--- config.mk ---
export PLATFORM = sky130hd
export DESIGN_NAME = ins_cache_ctrl
export DESIGN_NICKNAME = d
export VERILOG_FILES = /design/src/rtl/ins_cache_ctrl.sv
export SDC_FILE = /design/constraint.sdc
export NUM_CORES = 1
export LEC_CHECK = 0
export ABC_AREA = 1
export CORE_UTILIZATION = 31
export CTS_CLUSTER_DIAMETER = 80
export DETAILED_ROUTE_END_ITERATION = 6
export PLACE_DENSITY = 0.46
export SYNTH_ARGS = -nofsm -noshare
export SYNTH_HDL_FRONTEND = slang
export SYNTH_SLANG_ARGS = --single-unit
export TNS_END_PERCENT = 5
--- constraint.sdc ---
create_clock -name clock -period 8.91 [get_ports clock]
set_input_delay 1.782 -clock clock [delete_from_list [all_inputs] [get_ports clock]]
set_output_delay 1.782 -clock clock [all_outputs]
set_load 0.02 [all_outputs]
--- src/rtl/ins_cache_ctrl.sv ---
// Direct-mapped 8-line instruction cache controller with a 128-bit block refill from instruction memory.
// Optional hit/miss counters are compiled in when ICACHE_STATS_EN is defined.
module ins_cache_ctrl #(
    parameter int unsigned NUM_BLOCKS = 8,
    parameter int unsigned BLOCK_BITS = 128
) (
    input  logic                  clock,
    input  logic                  reset,
    input  logic                  read,
    input  logic [9:0]            address,
    output logic [31:0]           instruction,
    output logic                  busywait,
    output logic                  mem_read,
    output logic [5:0]            mem_address,
    input  logic [BLOCK_BITS-1:0] mem_readinstruction,
`ifdef ICACHE_STATS_EN
    output logic [15:0]           hit_count,
    output logic [15:0]           miss_count,
`endif
    input  logic                  mem_busywait
);

    typedef enum logic [1:0] {IDLE, MEM_READ, UPDATE} state_t;

    state_t                state, state_next;
    logic [BLOCK_BITS-1:0] data_mem [NUM_BLOCKS];
    logic [2:0]            tag_mem  [NUM_BLOCKS];
    logic [NUM_BLOCKS-1:0] valid;
    logic [5:0]            fill_addr;
    logic                  mem_armed;

    logic [2:0] tag;
    logic [2:0] index;
    logic [1:0] offset;
    logic       line_valid;
    logic       hit;
    logic       unused_byte_bits;

    assign tag              = address[9:7];
    assign index            = address[6:4];
    assign offset           = address[3:2];
    assign unused_byte_bits = &{1'b0, address[1:0]};

    assign line_valid  = valid[index];
    assign hit         = read & line_valid & (tag_mem[index] == tag);
    assign instruction = line_valid ? data_mem[index][{offset, 5'b0} +: 32] : '0;

    always_ff @(posedge clock or negedge reset) begin
        if (!reset) begin
            state     <= IDLE;
            valid     <= '0;
            fill_addr <= '0;
            mem_armed <= 1'b0;
        end else begin
            state     <= state_next;
            // mem_busywait is only trusted after one full cycle in MEM_READ
            mem_armed <= (state == MEM_READ);
            if (state == IDLE && state_next == MEM_READ)
                fill_addr <= address[9:4];
            if (state == UPDATE)
                valid[fill_addr[2:0]] <= 1'b1;
        end
    end

    always_ff @(posedge clock) begin
        if (state == UPDATE) begin
            data_mem[fill_addr[2:0]] <= mem_readinstruction;
            tag_mem[fill_addr[2:0]]  <= fill_addr[5:3];
        end
    end

    always_comb begin
        state_next  = state;
        busywait    = 1'b0;
        mem_read    = 1'b0;
        mem_address = '0;
        // outputs forced idle while reset is held, even with read asserted
        if (reset) begin
            case (state)
                IDLE: begin
                    if (read && !hit) begin
                        busywait   = 1'b1;
                        state_next = MEM_READ;
                    end
                end
                MEM_READ: begin
                    busywait    = 1'b1;
                    mem_read    = 1'b1;
                    mem_address = fill_addr;
                    if (mem_armed && !mem_busywait)
                        state_next = UPDATE;
                end
                UPDATE: begin
                    busywait   = 1'b1;
                    state_next = IDLE;
                end
                default: state_next = IDLE;
            endcase
        end
    end

`ifdef ICACHE_STATS_EN
    always_ff @(posedge clock or negedge reset) begin
        if (!reset) begin
            hit_count  <= '0;
            miss_count <= '0;
        end else begin
            if (state == IDLE && hit && hit_count != '1)
                hit_count <= hit_count + 16'd1;
            if (state == IDLE && state_next == MEM_READ && miss_count != '1)
                miss_count <= miss_count + 16'd1;
        end
    end
`endif

endmodule

======== Word level (Yosys, flattened, before mapping) ========
Memories as Yosys holds them, arrays and structs flattened.
Index checks and enable logic that the tools add are counted.
storage, ports and cells
  bits of input ports ..................... 142
  RAM bits ................................ 1048
  output and inout port bits .............. 40
  memory bits (read-only) ................. 0
  bits in latches ......................... 0
  word-level logic and storage cells ...... 43
  register bits ........................... 17
  memories kept ........................... 2
memory list
  name      words  bits a word  read ports  clocked after Yosys merged registers in  write ports  line  text
  data_mem  8      128          1           0                                        1            26    logic [BLOCK_BITS-1:0] data_mem [NUM_BLOCKS];
  tag_mem   8      3            1           0                                        1            27    logic [2:0] tag_mem [NUM_BLOCKS];
operators by class
  equal/unequal tests ..................... 4
  add/sub/neg operators ................... 0
  shift-type cells ........................ 1
  bitwise operators ....................... 3
  reductions and logical operators ........ 8
  divide/modulo/power cells ............... 0
  magnitude comparators ................... 3
  muxes and demuxes ....................... 18
  multiply operators ...................... 0
operator list
  operator            number
  $shiftx 128x8->32   1
  $mux 32             1
  $mux 6              2
  $lt 3x4->1 const B  2
  $mux 1              8
  $or 8x8->8          1
  $mux 2              3
  $eq 2x1->1 const B  2
  $logic_and 1x1->1   4
  $pmux 2 s2          1
  $bmux 1 s3          1
  $demux 1 s3         1
  $eq 3x3->1          1
  $ge 3x1->1 const B  1
  $and 1x1->1         2
  $eq 2x2->1 const B  1
  $logic_not 1->1     2
  $logic_not 2->1     1
  $pmux 1 s2          1
  $reduce_or 2->1     1

======== Longest topological paths before layout ========
Gate-level depths: netlist (run 1).
  word-level depth ........................ 11
  depth in mapped cells ................... 19
  mapped depth without buffers ............ 17

======== Worst setup path before layout (run 1) ========
OpenSTA, ideal clock, no wires.
  path kind ............................... register to register
  start point ............................. reg state[0]
  end point ............................... reg valid[1]
  library setup time ...................... 0.100 ns
  clock period less this slack ............ 6.940 ns
  path slack .............................. 1.970 ns
  required time ........................... 8.810 ns
  data arrival time ....................... 6.840 ns
  cell stages (with the launch flop) ...... 6
  buffers on the path ..................... 0
  path through ............................ dfrtp_1 inv_1 ha_1 nand2_1 nor2_1 or2_2
between the ends
  word-level cells in the longest chain between the ends .. 1
ends and longest elaborated chain
  element                          line  text
  from (decl)                      25    state_t state, state_next;
  from (signal assigned)           55    state <= state_next;
  $eq 2x2->1                       60    if (state == UPDATE)
  to (signal assigned)             51    valid <= '0;
  to (signal, indexed assignment)  61    valid[fill_addr[2:0]] <= 1'b1;
  to (decl)                        28    logic [NUM_BLOCKS-1:0] valid;
Every way passes these cells.
A chain may end at the register's enable or synchronous reset.

======== Final worst setup path (run 1) ========
  start point ............................. in address[4]
  end point ............................... out instruction[17]
between the ends
  word-level cells in the longest chain between the ends .. 3
  elaborated cells between the ends (all ways) .. 5
  classes of those cells .................. shift (1); mux (3); memory (1)
ends and longest elaborated chain
  element                                      line    text
  from (decl)                                  10      input logic [9:0] address,
  $mem_v2 8x128 or $bmux 1 s3 (tied branches)  --
  $shiftx 128x8->32 or $mux 1 (tied branches)  46, 44
  $mux 32 (*)                                  46      assign instruction = line_valid ? data_mem[index][{offset, 5'b0} +: 32] : '0;
  to (decl)                                    11      output logic [31:0] instruction,
Every way passes the cells marked *; elsewhere a longest branch is shown, timed or not. The select of a mux whose other input is x is not followed.

==> out/qor.tcl, run 1 <==
set qor(reg2reg_from) {state[0]}
set qor(endpoint_kind) {output port}
set qor(antenna_violating_nets_post_route) 0
set qor(first_global_vias) 24815
set qor(critical_path.max_stage_delay_ps) 700
set qor(timing.critical_path.required_ps) 7130
set qor(worstSetupStartpointType) {primary input}
set qor(timing.final.crit_share_pct) 83.4
set qor(setup.worst_path.start) {address[4]}
set qor(postCtsResizedCells) 0
set qor(max-cap-violations) 0
set qor(critical_path_cell_count) 10
set qor(clkPwrFrac_pct) 38.9
set qor(setup-violations-final) 0
set qor(crit-reg2reg-capture) {data_mem[7][117]}
set qor(cts_root_buffer) {clkbuf_16}
set qor(worstPathCellList) {buf_8 -> inv_16 -> buf_4 -> o21ai_0 -> o221ai_1 -> nand3_1 -> nand3_1 -> nand2_1 -> a31oi_1 -> clkdlybuf4s50_1}
set qor(yosysWarningCount) 0
set qor(arrival_ps) 5650
set qor(power.static_leakage_nw) 15.2
set qor(power.density_nw_per_um2) 240
set qor(clock_path_buffers) 3
set qor(most-common-layout-cells) {edfxtp_1, nor2_1, o21ai_0}
set qor(placedCellCount) 4774
set qor(synth.largest_area_cell) {edfxtp_1}
set qor(seq_area_frac_synth_pct) 76.6
set qor(die-height_um) 369
set qor(place.gp.congestion) 0.708
set qor(grt_start_max_net_pins) 185
set qor(path_delay_family) {buffers and inverters}
set qor(design.final.nets) 3271
set qor(final_area_um2) 48800
set qor(detailed_place_hpwl_um) 63900
set qor(grt_setup_unrepaired) {no}
set qor(reg2reg_setup_slack_ps) 5370
set qor(drt_pre_antenna_iters) 5
set qor(hold_violations) 0
set qor(io_buffer_count) 179
set qor(synthToLayoutAreaGrowth_pct) 17.1
set qor(layoutNonFillerInstCount) 4998
set qor(timing.setup.tns_ps) 0
set qor(max_freq_mhz) 135
set qor(worst_pin_slew_ps) 1040
set qor(internal-power_w) 0.00882
set qor(synthCells) 3003
set qor(min_tclk_post_route_ps) 7430
set qor(synth.area.top_cells) {edfxtp_1, o21ai_0, nor2_1, o221ai_1, nand3_1}
set qor(grtUsageTotal_pct) 17.8
set qor(grt_first_pass_wirelength_um) 177000
set qor(place_area_um2) 45200
set qor(synth_area_per_cell_um2) 13.9
set qor(startpoint_to_endpoint_class_of_the_critical_path) {primary input to output port}
set qor(final_ws_setup_ps) 1480
set qor(netSwitchingPower_w) 0.00288
set qor(htreeDepth) 3
set qor(pwr-share-seq_pct) 50.9
set qor(start_util_pct) 31.2
set qor(slew_viol_final) 0
set qor(commonest_non_fill_non_tap_cell_in_the_layout) {edfxtp_1}
set qor(critical_path.n_buffers_inverters) 4
set qor(status) {finished clean}
set qor(syn-cell-area_um2) 41700
set qor(antenna_found_initial) 41
set qor(post_route_cells_drive_above_1_share_pct) 6.90
set qor(crit_end) {instruction[17]}
set qor(numClockSinks) 1065
set qor(maxSlewHeadroom_pct) 30.8
set qor(route.detailed.drc) 0
set qor(drt-wirelength-per-cell_um) 24.6
set qor(detailedRoute.firstIterationViolations) 1902
set qor(clock_latency_ps) 730
set qor(placementRows) 134
set qor(crit_path_top_delay_cell) {clkdlybuf4s50_1}
set qor(num_vias) 25566
set qor(gr-total-overflow) 0
set qor(post-cts-setup-buffers) 0
set qor(finClkSkew_ps) 35.1
set qor(clkTransAtPathRegs_ps) 60
set qor(post_synth_num_cell_types) 34
set qor(top_level_ports) 182
set qor(cts-hold-fix-buffers) 0
set qor(finalWirelength_um) 123000
set qor(worst_ir_drop_on_vdd_uv) 160
set qor(cts_tree) {done}
set qor(synth_seq_cells) 1065
set qor(via_to_cell_ratio) 5.12
set qor(pwr-share-comb_pct) 10.2
set qor(pre_cts_slack_ps) 1450
set qor(synth.net_count) 3149
set qor(holdCritPathClass) {flip-flop to flip-flop}
set qor(cpMostUsedCell) {nand3_1}
set qor(number_of_buffers_added_by_the_clock_tree_synthesis_step) 117
set qor(worst-path-max-fanout) 184
set qor(netSwitchingFraction_pct) 24.6
set qor(die-width_um) 369
set qor(fin_hold_ws_ps) 458
set qor(ff2ff_path_depth) 6
set qor(design.core.area_um2) 133000
set qor(die-area_um2) 136000
set qor(synthDominantCellAreaShare_pct) 75.6
==> power by group through the flow <==
| stage | clock network (W) | registers (W) | logic [W] |
|---|---|---|---|
| after CTS | 0.00467 | 0.00595 | 0.00122 |
| after detailed placement | 0 | 0.00606 | 0.00121 |
| after global placement | 0 | 0.00605 | 0.00121 |
| after floorplan | 0 | 0.00609 | 0.000617 |
| final | 0.00455 | 0.00595 | 0.00119 |
| after global routing | 0.00485 | 0.00598 | 0.00130 |
==> kinds of logic after synthesis <==
group	Yosys count	synth area share, %
AO/OA/AOI/OAI	891	13.0
buffers and inverters	272	2.84
AND/OR/NAND/NOR	771	7.44
flip-flops	1065	76.6
adder cells (fa/ha/maj)	4	0.120
==> synth_stat cells <==
cell type,number
clkinv_1,1
or2_2,2
nor2_4,1
o211ai_1,34
o211a_1,5
nand2_4,1
o21ai_1,21
o22ai_1,78
inv_2,2
o21bai_1,17
edfxtp_1,1048
nand3b_1,1
a21oi_1,1
clkbuf_1,145
buf_1,7
inv_4,1
buf_4,8
nor2_1,536
o21ai_0,528
buf_6,8
dfrtp_1,17
nor3_1,1
nand3_2,1
a31oi_1,27
nand2_1,93
o221ai_1,178
buf_2,56
nand2_2,3
a211oi_1,1
o21ai_4,1
nand3_1,132
clkbuf_2,1
ha_1,4
inv_1,43
==> registers in the layout (all words and copies together) (netlist names) <==
register,flops
tag_mem,24
state,2
fill_addr,6
mem_armed,1
data_mem,1024
valid,8
==> stage by stage <==
step                total power, W  utilization (%)
global route                0.0121             36.5
detailed placement         0.00727             33.9
floorplan                  0.00671                -
finish                      0.0117             36.6
CTS                         0.0118             36.5
global placement           0.00727             33.9
==> cell type report <==
cell class,count,area [um2]
fillers,12921,84700
flip-flops and latches,1065,31900
multi-input cells,1666,8630
clock buffers,167,3230
repair buffers,228,2240
well taps,1768,2210
clock inverters,46,343
inverters,47,208
diodes,11,27.5
==> worst min-delay path: cells and delay by family, from the launching register on <==
family	cells	cell delay, ps
buffers and inverters	1	40
DFF	1	320
AOI/OAI and AO/OA	1	60
==> layer usage <==
layer / vias to the layer above / track usage [%] / share of wire, %
met2: 595 / 28.2 / 47
met1: 13019 / 24.4 / 45
li1: 11728 / - / -
met4: 38 / 4.25 / 1.9
met3: 186 / 4.49 / 6.1
met5: - / 0 / 0.19
==> worst min path at each step <==
stage,depth (start not counted),from,slack [ps],to
final,2,valid[6],460,valid[6]
after global routing,2,valid[6],480,valid[6]
after CTS,2,valid[6],460,valid[6]
after detailed placement,2,valid[6],450,valid[6]
after global placement,2,valid[6],440,valid[6]
after floorplan,2,valid[2],430,valid[2]
No activity file was read; power rests on OpenSTA's default activity.
==> inputs of run 2 (changes only) <==
PLACE_DENSITY = 0.48   (was 0.46)
clock period = 6.34 ns   (was 8.91 ns; I/O delays follow)
==> run 2 against run 1 <==
  * Clock power grew 38%
  * Sequential power grew 41%
  * Final cell count is essentially flat
  * Register-to-register slack lost 2000 ps
  * Clock skew shrank 11 ps
  * Critical endpoint is now instruction[13]
  * Highest routed layer unchanged
==> out/qor.tcl, run 2 (synthesis results as in run 1) <==
set qor(startpoint_to_endpoint_class_of_the_critical_path) {primary input to output port}
set qor(grt_start_max_net_pins) 141
set qor(postCtsResizedCells) 0
set qor(route.detailed.drc) 0
set qor(finalCoreUtilization_pct) 36.6
set qor(netSwitchingFraction_pct) 24.7
set qor(place.gp.congestion) 0.729
set qor(layout.area.seq_um2) 31900
set qor(via_to_cell_ratio) 5.14
set qor(status) {finished clean}
set qor(start_util_pct) 31.2
set qor(ff2ff_path_depth) 6
set qor(detailedRoute.firstIterationViolations) 2037
set qor(commonest_non_fill_non_tap_cell_in_the_layout) {edfxtp_1}
set qor(layout.filler_cells) 12889
set qor(worst_hold_end) {valid[0]}
set qor(setup-violations-final) 0
set qor(clkPwrFrac_pct) 38.4
set qor(design.core.area_um2) 133000
set qor(cts_root_buffer) {clkbuf_16}
set qor(finClkSkew_ps) 24.3
set qor(layoutNonFillerInstCount) 4996
set qor(grtUsageTotal_pct) 17.5
set qor(path_delay_family) {buffers and inverters}
set qor(finalWirelength_um) 121000
set qor(worst_pin_slew_ps) 1020
set qor(placedCellCount) 4779
set qor(drt_pre_antenna_iters) 5
set qor(most-common-layout-cells) {edfxtp_1, nor2_1, o21ai_0}
set qor(critical_path.n_buffers_inverters) 3
set qor(detailed_place_hpwl_um) 63000
set qor(crit_path_top_delay_cell) {clkdlybuf4s50_1}
set qor(die-height_um) 369
set qor(number_of_flip_flops_in_the_largest_register) 1024
set qor(gr-total-overflow) 0
set qor(netSwitchingPower_w) 0.00402
set qor(arrival_ps) 4370
set qor(cpMostUsedCell) {nand3_1}
set qor(holdCritPathClass) {flip-flop to flip-flop}
set qor(die-area_um2) 136000
set qor(endpoint_kind) {output port}
set qor(fin_hold_ws_ps) 460
set qor(clkTransAtPathRegs_ps) 60
set qor(hold_violations) 0
set qor(numClockSinks) 1065
set qor(num_vias) 25681
set qor(slew_viol_final) 0
set qor(top_level_ports) 182
set qor(max-cap-violations) 0
set qor(critical_path.max_stage_delay_ps) 700
set qor(final_area_um2) 48900
set qor(cts_tree) {done}
set qor(worst_ir_drop_on_vdd_uv) 199
set qor(worst-path-max-fanout) 51
set qor(crit-reg2reg-capture) {data_mem[0][81]}
set qor(worstSetupStartpointType) {primary input}
set qor(pwr-share-seq_pct) 51.3
set qor(timing.critical_path.required_ps) 5070
set qor(hold_path_depth) 1
set qor(timing.final.crit_share_pct) 88.9
set qor(design.final.nets) 3273
set qor(first_global_vias) 24835
set qor(synthToLayoutAreaGrowth_pct) 17.4
set qor(drt-wirelength-per-cell_um) 24.3
set qor(clock_latency_ps) 700
set qor(antenna_found_initial) 39
set qor(pwr-share-comb_pct) 10.3
set qor(place_area_um2) 45400
set qor(grt_first_pass_wirelength_um) 175000
set qor(min_delay_src) {valid[0]}
set qor(clock_path_buffers) 3
set qor(cts-hold-fix-buffers) 0
set qor(grt_setup_unrepaired) {no}
set qor(maxSlewHeadroom_pct) 32.1
set qor(multi_input_combinational_cell_area_um2) 8630
set qor(worstPathCellList) {clkbuf_8 -> buf_4 -> o21ai_0 -> o221ai_1 -> nand3_1 -> nand3_1 -> nand2_1 -> a31oi_1 -> clkdlybuf4s50_1}
set qor(reg2reg_from) {state[0]}
set qor(antenna_violating_nets_post_route) 0
set qor(post_route_cells_drive_above_1_share_pct) 7.45
set qor(max_freq_mhz) 177
set qor(io_buffer_count) 179
set qor(internal-power_w) 0.0123
set qor(htreeDepth) 3
set qor(number_of_buffers_added_by_the_clock_tree_synthesis_step) 114
set qor(timing.setup.tns_ps) 0
set qor(power.density_nw_per_um2) 333
set qor(reg2reg_setup_slack_ps) 3380
set qor(die-width_um) 369
set qor(min_tclk_post_route_ps) 5630
set qor(placementRows) 134
set qor(power.static_leakage_nw) 15.3
set qor(post-cts-setup-buffers) 0
[run 2: cell count changes in the layout (fill, tap and decap cells not counted), sizes merged]
| cell | previous run | this run |
|---|---|---|
| diode | 11 | 8 |
| clkbuf | 167 | 156 |
| clkdlybuf4s50 | 174 | 162 |
| buf | 54 | 70 |
| inv | 53 | 47 |
| clkinv | 33 | 49 |
| clkinvlp | 3 | 1 |
[run 2: routing by layer]
metal  up-vias  track usage, %  routed length [um]
met5         -               0                 276
met3       193            4.27                8150
met2       635            28.0               57000
li1      11729               -                   -
met4        42            4.39                2070
met1     13082            23.9               53800
[run 2: how the worst max path moves through the flow]
stage | slack, ps | from | depth (start not counted) | end
6_report | 710 | address[5] | 9 | instruction[13]
3_3_place_gp | 710 | address[5] | 9 | instruction[13]
3_5_place_dp | 700 | address[5] | 9 | instruction[13]
4_1_cts | 690 | address[5] | 9 | instruction[13]
2_1_floorplan | -520 | state[0] | 4 | data_mem[3][0]
5_1_grt | 600 | address[5] | 9 | instruction[13]
[run 2: power groups by stage]
| stage | sequential, W | clock (W) | combinational (W) |
|---|---|---|---|
| 2_1_floorplan | 0.00855 | 0 | 0.000870 |
| 3_3_place_gp | 0.00851 | 0 | 0.00171 |
| 5_1_grt | 0.00840 | 0.00667 | 0.00184 |
| 4_1_cts | 0.00836 | 0.00641 | 0.00172 |
| 3_5_place_dp | 0.00851 | 0 | 0.00172 |
| 6_report | 0.00836 | 0.00626 | 0.00169 |
[run 2: metrics by stage]
stage / setup slack [ps] / power (W)
floorplan: -525 / 0.00941
global placement: 707 / 0.0102
detailed placement: 701 / 0.0102
CTS: 688 / 0.0165
global route: 597 / 0.0169
finish: 705 / 0.0163
[run 2: layout make-up]
class,count,area share (%)
Antenna cell,8,0.0409
Clock buffer,155,6.34
Clock inverter,54,0.762
Inverter,47,0.422
Multi-Input combinational cell,1666,17.7
Sequential cell,1065,65.2
Tap cell,1768,4.52
Timing Repair Buffer,233,5.05
